### config.mk
export PLATFORM = sky130hd
export DESIGN_NAME = axis_probe_arbiter
export DESIGN_NICKNAME = d
export VERILOG_FILES = /design/src/rtl/axis_probe_arbiter.sv
export SDC_FILE = /design/constraint.sdc
export NUM_CORES = 1
export LEC_CHECK = 0
export CORE_AREA = 3 3 304 306
export DETAILED_ROUTE_END_ITERATION = 7
export DIE_AREA = 0 0 307 309
export GPL_TIMING_DRIVEN = 0
export REMOVE_ABC_BUFFERS = 1
export SLEW_MARGIN = 20
export SYNTH_ARGS = -nofsm -noshare
export SYNTH_HDL_FRONTEND = slang
export SYNTH_SLANG_ARGS = --single-unit
### constraint.sdc
create_clock -name s_axis_aclk -period 4.71 [get_ports s_axis_aclk]
set_input_delay 0.942 -clock s_axis_aclk [delete_from_list [all_inputs] [get_ports s_axis_aclk]]
set_output_delay 0.942 -clock s_axis_aclk [all_outputs]
set_load 0.005 [all_outputs]
### src/rtl/axis_probe_arbiter.sv
// Packet-granular round-robin arbiter sharing one AXI-Stream probe among NUM_REQ requesters.
// A grant spans one stimulus packet plus its response packet; re-arbitration waits for the response tlast.
module axis_probe_arbiter #(
  parameter int  C_DATA_WIDTH = 128,
  parameter int  NUM_REQ      = 2,
  localparam int KW           = C_DATA_WIDTH / 8,
  localparam int GW           = $clog2(NUM_REQ)
) (
  input  logic                            s_axis_aclk,
  input  logic                            s_axis_aresetn,
  input  logic [NUM_REQ-1:0]              req_tvalid,
  output logic [NUM_REQ-1:0]              req_tready,
  input  logic [NUM_REQ-1:0]              req_tlast,
  input  logic [NUM_REQ*C_DATA_WIDTH-1:0] req_tdata,
  input  logic [NUM_REQ*KW-1:0]           req_tkeep,
  output logic [NUM_REQ-1:0]              rsp_tvalid,
  input  logic [NUM_REQ-1:0]              rsp_tready,
  output logic [C_DATA_WIDTH-1:0]         rsp_tdata,
  output logic [KW-1:0]                   rsp_tkeep,
  output logic                            rsp_tlast,
  output logic                            prb_s_tvalid,
  output logic [C_DATA_WIDTH-1:0]         prb_s_tdata,
  output logic [KW-1:0]                   prb_s_tkeep,
  output logic                            prb_s_tlast,
  input  logic                            prb_s_tready,
  input  logic                            prb_m_tvalid,
  input  logic [C_DATA_WIDTH-1:0]         prb_m_tdata,
  input  logic [KW-1:0]                   prb_m_tkeep,
  input  logic                            prb_m_tlast,
  output logic                            prb_m_tready,
  output logic [GW-1:0]                   grant_id,
  output logic                            busy,
  output logic [31:0]                     txn_cnt,
  output logic                            rsp_unexpected
);

  typedef enum logic [1:0] {
    ST_IDLE = 2'd0,
    ST_REQ  = 2'd1,
    ST_RSP  = 2'd2
  } state_e;

  // Requester 0 wins the first arbitration after reset.
  localparam logic [GW-1:0] LAST_GRANT_RST = GW'(NUM_REQ - 1);

  state_e        state_q, state_d;
  logic [GW-1:0] last_grant_q, last_grant_d;
  logic [GW-1:0] grant_id_q, grant_id_d;
  logic          busy_q, busy_d;
  logic [31:0]   txn_cnt_q, txn_cnt_d;
  logic          rsp_unexpected_q, rsp_unexpected_d;
  logic          stim_done_s;
  logic          rsp_done_s;

  function automatic logic [GW-1:0] rr_pick(input logic [NUM_REQ-1:0] vld,
                                            input logic [GW-1:0]      last);
    logic [GW-1:0] pick;
    logic          found;
    logic [GW:0]   idx;
    pick  = last;
    found = 1'b0;
    for (int k = 1; k <= NUM_REQ; k++) begin
      idx = {1'b0, last} + (GW+1)'(k);
      if (idx >= (GW+1)'(NUM_REQ)) begin
        idx = idx - (GW+1)'(NUM_REQ);
      end else begin
        idx = idx;
      end
      if (!found && vld[idx[GW-1:0]]) begin
        pick  = idx[GW-1:0];
        found = 1'b1;
      end else begin
        pick  = pick;
      end
    end
    return pick;
  endfunction

  // Route the granted requester onto the probe and the probe response back to it.
  always_comb begin
    req_tready   = {NUM_REQ{1'b0}};
    rsp_tvalid   = {NUM_REQ{1'b0}};
    prb_s_tvalid = 1'b0;
    prb_m_tready = 1'b0;
    prb_s_tdata  = req_tdata[grant_id_q*C_DATA_WIDTH +: C_DATA_WIDTH];
    prb_s_tkeep  = req_tkeep[grant_id_q*KW +: KW];
    prb_s_tlast  = req_tlast[grant_id_q];
    rsp_tdata    = prb_m_tdata;
    rsp_tkeep    = prb_m_tkeep;
    rsp_tlast    = prb_m_tlast;
    case (state_q)
      ST_REQ: begin
        prb_s_tvalid           = req_tvalid[grant_id_q];
        req_tready[grant_id_q] = prb_s_tready;
      end
      ST_RSP: begin
        rsp_tvalid[grant_id_q] = prb_m_tvalid;
        prb_m_tready           = rsp_tready[grant_id_q];
      end
      default: begin
        prb_s_tvalid = 1'b0;
        prb_m_tready = 1'b0;
      end
    endcase
  end

  assign stim_done_s = prb_s_tvalid & prb_s_tready & prb_s_tlast;
  assign rsp_done_s  = prb_m_tvalid & prb_m_tready & prb_m_tlast;

  // Exchange sequencing, grant bookkeeping and the stray-response flag.
  always_comb begin
    state_d          = state_q;
    last_grant_d     = last_grant_q;
    grant_id_d       = grant_id_q;
    busy_d           = busy_q;
    txn_cnt_d        = txn_cnt_q;
    rsp_unexpected_d = rsp_unexpected_q;
    if (prb_m_tvalid && (state_q != ST_RSP)) begin
      rsp_unexpected_d = 1'b1;
    end else begin
      rsp_unexpected_d = rsp_unexpected_q;
    end
    case (state_q)
      ST_IDLE: begin
        if (|req_tvalid) begin
          grant_id_d = rr_pick(req_tvalid, last_grant_q);
          state_d    = ST_REQ;
          busy_d     = 1'b1;
        end else begin
          busy_d     = 1'b0;
        end
      end
      ST_REQ: begin
        if (stim_done_s) begin
          state_d = ST_RSP;
        end else begin
          state_d = ST_REQ;
        end
      end
      ST_RSP: begin
        if (rsp_done_s) begin
          state_d      = ST_IDLE;
          busy_d       = 1'b0;
          last_grant_d = grant_id_q;
          txn_cnt_d    = txn_cnt_q + 32'd1;
        end else begin
          state_d      = ST_RSP;
        end
      end
      default: begin
        state_d = ST_IDLE;
        busy_d  = 1'b0;
      end
    endcase
  end

  // State registers; an asynchronous reset abandons any partial exchange.
  always_ff @(posedge s_axis_aclk or negedge s_axis_aresetn) begin
    if (!s_axis_aresetn) begin
      state_q          <= ST_IDLE;
      last_grant_q     <= LAST_GRANT_RST;
      grant_id_q       <= {GW{1'b0}};
      busy_q           <= 1'b0;
      txn_cnt_q        <= 32'd0;
      rsp_unexpected_q <= 1'b0;
    end else begin
      state_q          <= state_d;
      last_grant_q     <= last_grant_d;
      grant_id_q       <= grant_id_d;
      busy_q           <= busy_d;
      txn_cnt_q        <= txn_cnt_d;
      rsp_unexpected_q <= rsp_unexpected_d;
    end
  end

  assign grant_id       = grant_id_q;
  assign busy           = busy_q;
  assign txn_cnt        = txn_cnt_q;
  assign rsp_unexpected = rsp_unexpected_q;

endmodule

==> impl_metrics.tcl <==
set metrics [dict create \
    status "finished, final reports clean" \
    final-instance-count-excl-fill 1991 \
    pwr-share-seq_pct 14.5 \
    cts_resized 0 \
    postLayoutCoreUtil_pct 11.2 \
    fmax_mhz 280 \
    syn_to_final_growth_pct 118 \
    cp.arrival_ps 2630 \
    min_from "txn_cnt[31]" \
    vias 5574 \
    port_buffers 485 \
    grt_setup_unrepaired "false" \
    seq_area_frac_synth_pct 20.6 \
    synthMuxAreaShare_pct 36.2 \
    worst_pin_slew_ps 719 \
    cp.required_ps 3770 \
    synth_xor_area_share_pct 5.86 \
    grt_pass1_vias 5463 \
    final_common_cell "clkdlybuf4s50_1" \
    finalMaxSlewViolations 0 \
    h-tree-depth 2 \
    dp_hpwl_mm 58.0 \
    design_area_mm2 0.0101 \
    crit_path_end_kind "output port" \
    grt_max_degree 60 \
    yosys_warnings 0 \
    row_count 110 \
    worst_path_max_delay_cell "dfrtp_4" \
    min_period_over_period_pct 75.9 \
    swShare_pct 34.6 \
    die_h_um 309 \
    drive_above_1_share_pct 20.9 \
    antenna_found_initial 32 \
    irDropWorstVdd_mv 0.416 \
    r2r-start "grant_id" \
    dieArea_mm2 0.0949 \
    overflow 0 \
    post_drt_wl_per_cell_um 33.6 \
    start_util_pct 5.15 \
    power_leakage_nw 3.49 \
    ant_nets 0 \
    clk_pin_slew_worst_paths_ps 60 \
    cpPeakStageDelay_ps 880 \
    drtIter0Drc 387 \
    crit_start "grant_id" \
    yosys-top-cells-area "mux2_2 (36%), buf_4 (24%), dfrtp_1 (20%)" \
    synth_ff_type "dfrtp_1" \
    drc 0 \
    switchingPower_mw 1.11 \
    critPathMaxFanout 52 \
    synthSimpleGateAreaFrac_pct 10.2 \
    synth_compound_area_share_pct 0.972 \
    track_usage_pct 13.5 \
    synthArstFlopShare_pct 100 \
    place_congestion 0.866 \
    start_kind "flop" \
    cap_viol_max_count 0 \
    pwr-share-clk_pct 14.0 \
    ctsHoldBuffers 0 \
    die_w_um 307 \
    design.core.area_mm2 0.0899 \
    synth_seq_cells 38 \
    placed_cell_area_mm2 0.00986 \
    routed_wl_mm 67.0 \
    finClkSkew_ps 4.15 \
    path_delay_family "buffers and inverters" \
    criticalPathCategory "reg -> out" \
    drtPass1Iterations 4 \
    yosys.area.top_type "mux2_2" \
    nets 1248 \
    cts.sinks 38 \
    p_comb_share_pct 71.5 \
    yosys.area_share.adder_pct 0.270 \
    power-per-cell-area_mw_per_mm2 319 \
    clk_latency_ps 280 \
    layout_common_cells "clkdlybuf4s50_1 (484), mux2_2 (147), dfrtp_1 (36)" \
    yosys.area.top_type_share_pct 35.7 \
    dp.cells 1973 \
    grt_pass1_wl_mm 78.3 \
    cp_cell_sequence "buf_16, mux2_2, clkdlybuf4s50_1" \
    synth_area_per_cell_um2 9.79 \
    setup_viol 0 \
    p_total_mw 3.22 \
    hold_viol_final 0 \
    finalSetupTns_ps 0 \
    fillers 10300 \
    syn_inst 473 \
    cts_buffer_depth 2 \
    hold_path.class "reg -> reg" \
    ios 774 \
    clock_tree.root_cell "clkbuf_16" \
    fin_crit_ps 3580 \
    vias_per_cell 2.80 \
    syn_area_mm2 0.00463 \
    power.internal_mw 2.10 \
    maxSlewHeadroom_pct 52.1 \
    synth.distinct_cells 35 \
    synth_top_family_by_area "multiplexers" \
    cts_tree "built" \
    synth_edf_count 0 \
    numCtsBuffers 5 \
    worstPathBufferInverterCount 2 \
    postCtsSetupRepairBufs 0 \
]
## worst paths after layout
check	endpoint	slack [ps]	cells past startpoint
hold / removal	txn_cnt[31]	460	1
setup reg to reg	txn_cnt[29]	2080	4
hold reg to reg	txn_cnt[31]	460	1
max in group asynchronous	txn_cnt[7]	3630	2
min in group asynchronous	txn_cnt[15]	620	1
setup / recovery	prb_s_tkeep[11]	1130	3
## cell type report
class	count	area, µm²	area share (%)
Antenna cell	10	25.0	0.248
Multi-Input combinational cell	265	2480	24.6
Clock inverter	2	60.1	0.596
Inverter	6	22.5	0.223
Timing Repair Buffer	488	4930	48.9
Sequential cell	38	956	9.48
Clock buffer	6	139	1.38
Tap cell	1176	1470	14.6
## worst register-to-register path: stages (launching register included)
cell     delay, ps
dfrtp_4        880
mux2i_1        390
or4_4          730
nor4_1         390
xor2_1         170
## through the flow
| step | setup WS [ps] | hold WS (ps) |
|---|---|---|
| finish | 1130 | 462 |
| global route | 946 | 503 |
| CTS | 1070 | 469 |
| detailed placement | 1170 | 456 |
| global placement | -3910 | 442 |
| floorplan | -697 | 451 |
## cell usage after synthesis, types with 2 or more instances
master    instances
and3_1            3
and4_1            4
buf_4           146
buf_6             2
clkbuf_1         16
dfrtp_1          37
inv_1             6
mux2_2          147
mux2i_1           2
nand2_1          15
nand3_1          10
nand4_1           5
nor2_1            9
nor2b_1           2
nor3_1           11
nor4_1            6
nor4_2            4
o21ai_0           2
xnor2_1           9
xor2_1           22
## layer usage
layer	wire length (µm)	vias to the layer above	part of all wire, %	global-route usage, %
met4	911	52	1.4	1.59
met1	23600	2457	35	14.0
li1	-	2173	-	-
met2	22400	816	33	16.3
met3	18700	76	28	17.0
met5	1390	-	2.1	7.87
## flip-flops by register name (all words and copies together), names as in the netlist
register and flops:
txn_cnt 32, rsp_unexpected 1, busy 1, grant_id 1, state_q 2, last_grant_q 1
## kinds of logic after synthesis
family | after synthesis
simple gates | 78
fa+ha+maj | 1
flops | 38
mux | 149
compound gates | 6
buf+inv | 170
xor+xnor | 31
## power groups by stage
stage	clock (mW)	sequential (mW)	combinational, mW
2_1_floorplan	0	0.548	0.814
4_1_cts	0.459	0.473	2.33
6_report	0.449	0.467	2.30
3_5_place_dp	0	0.480	2.32
5_1_grt	0.474	0.483	2.41
3_3_place_gp	0	0.628	2.17
No activity file was read; power rests on OpenSTA's default activity.
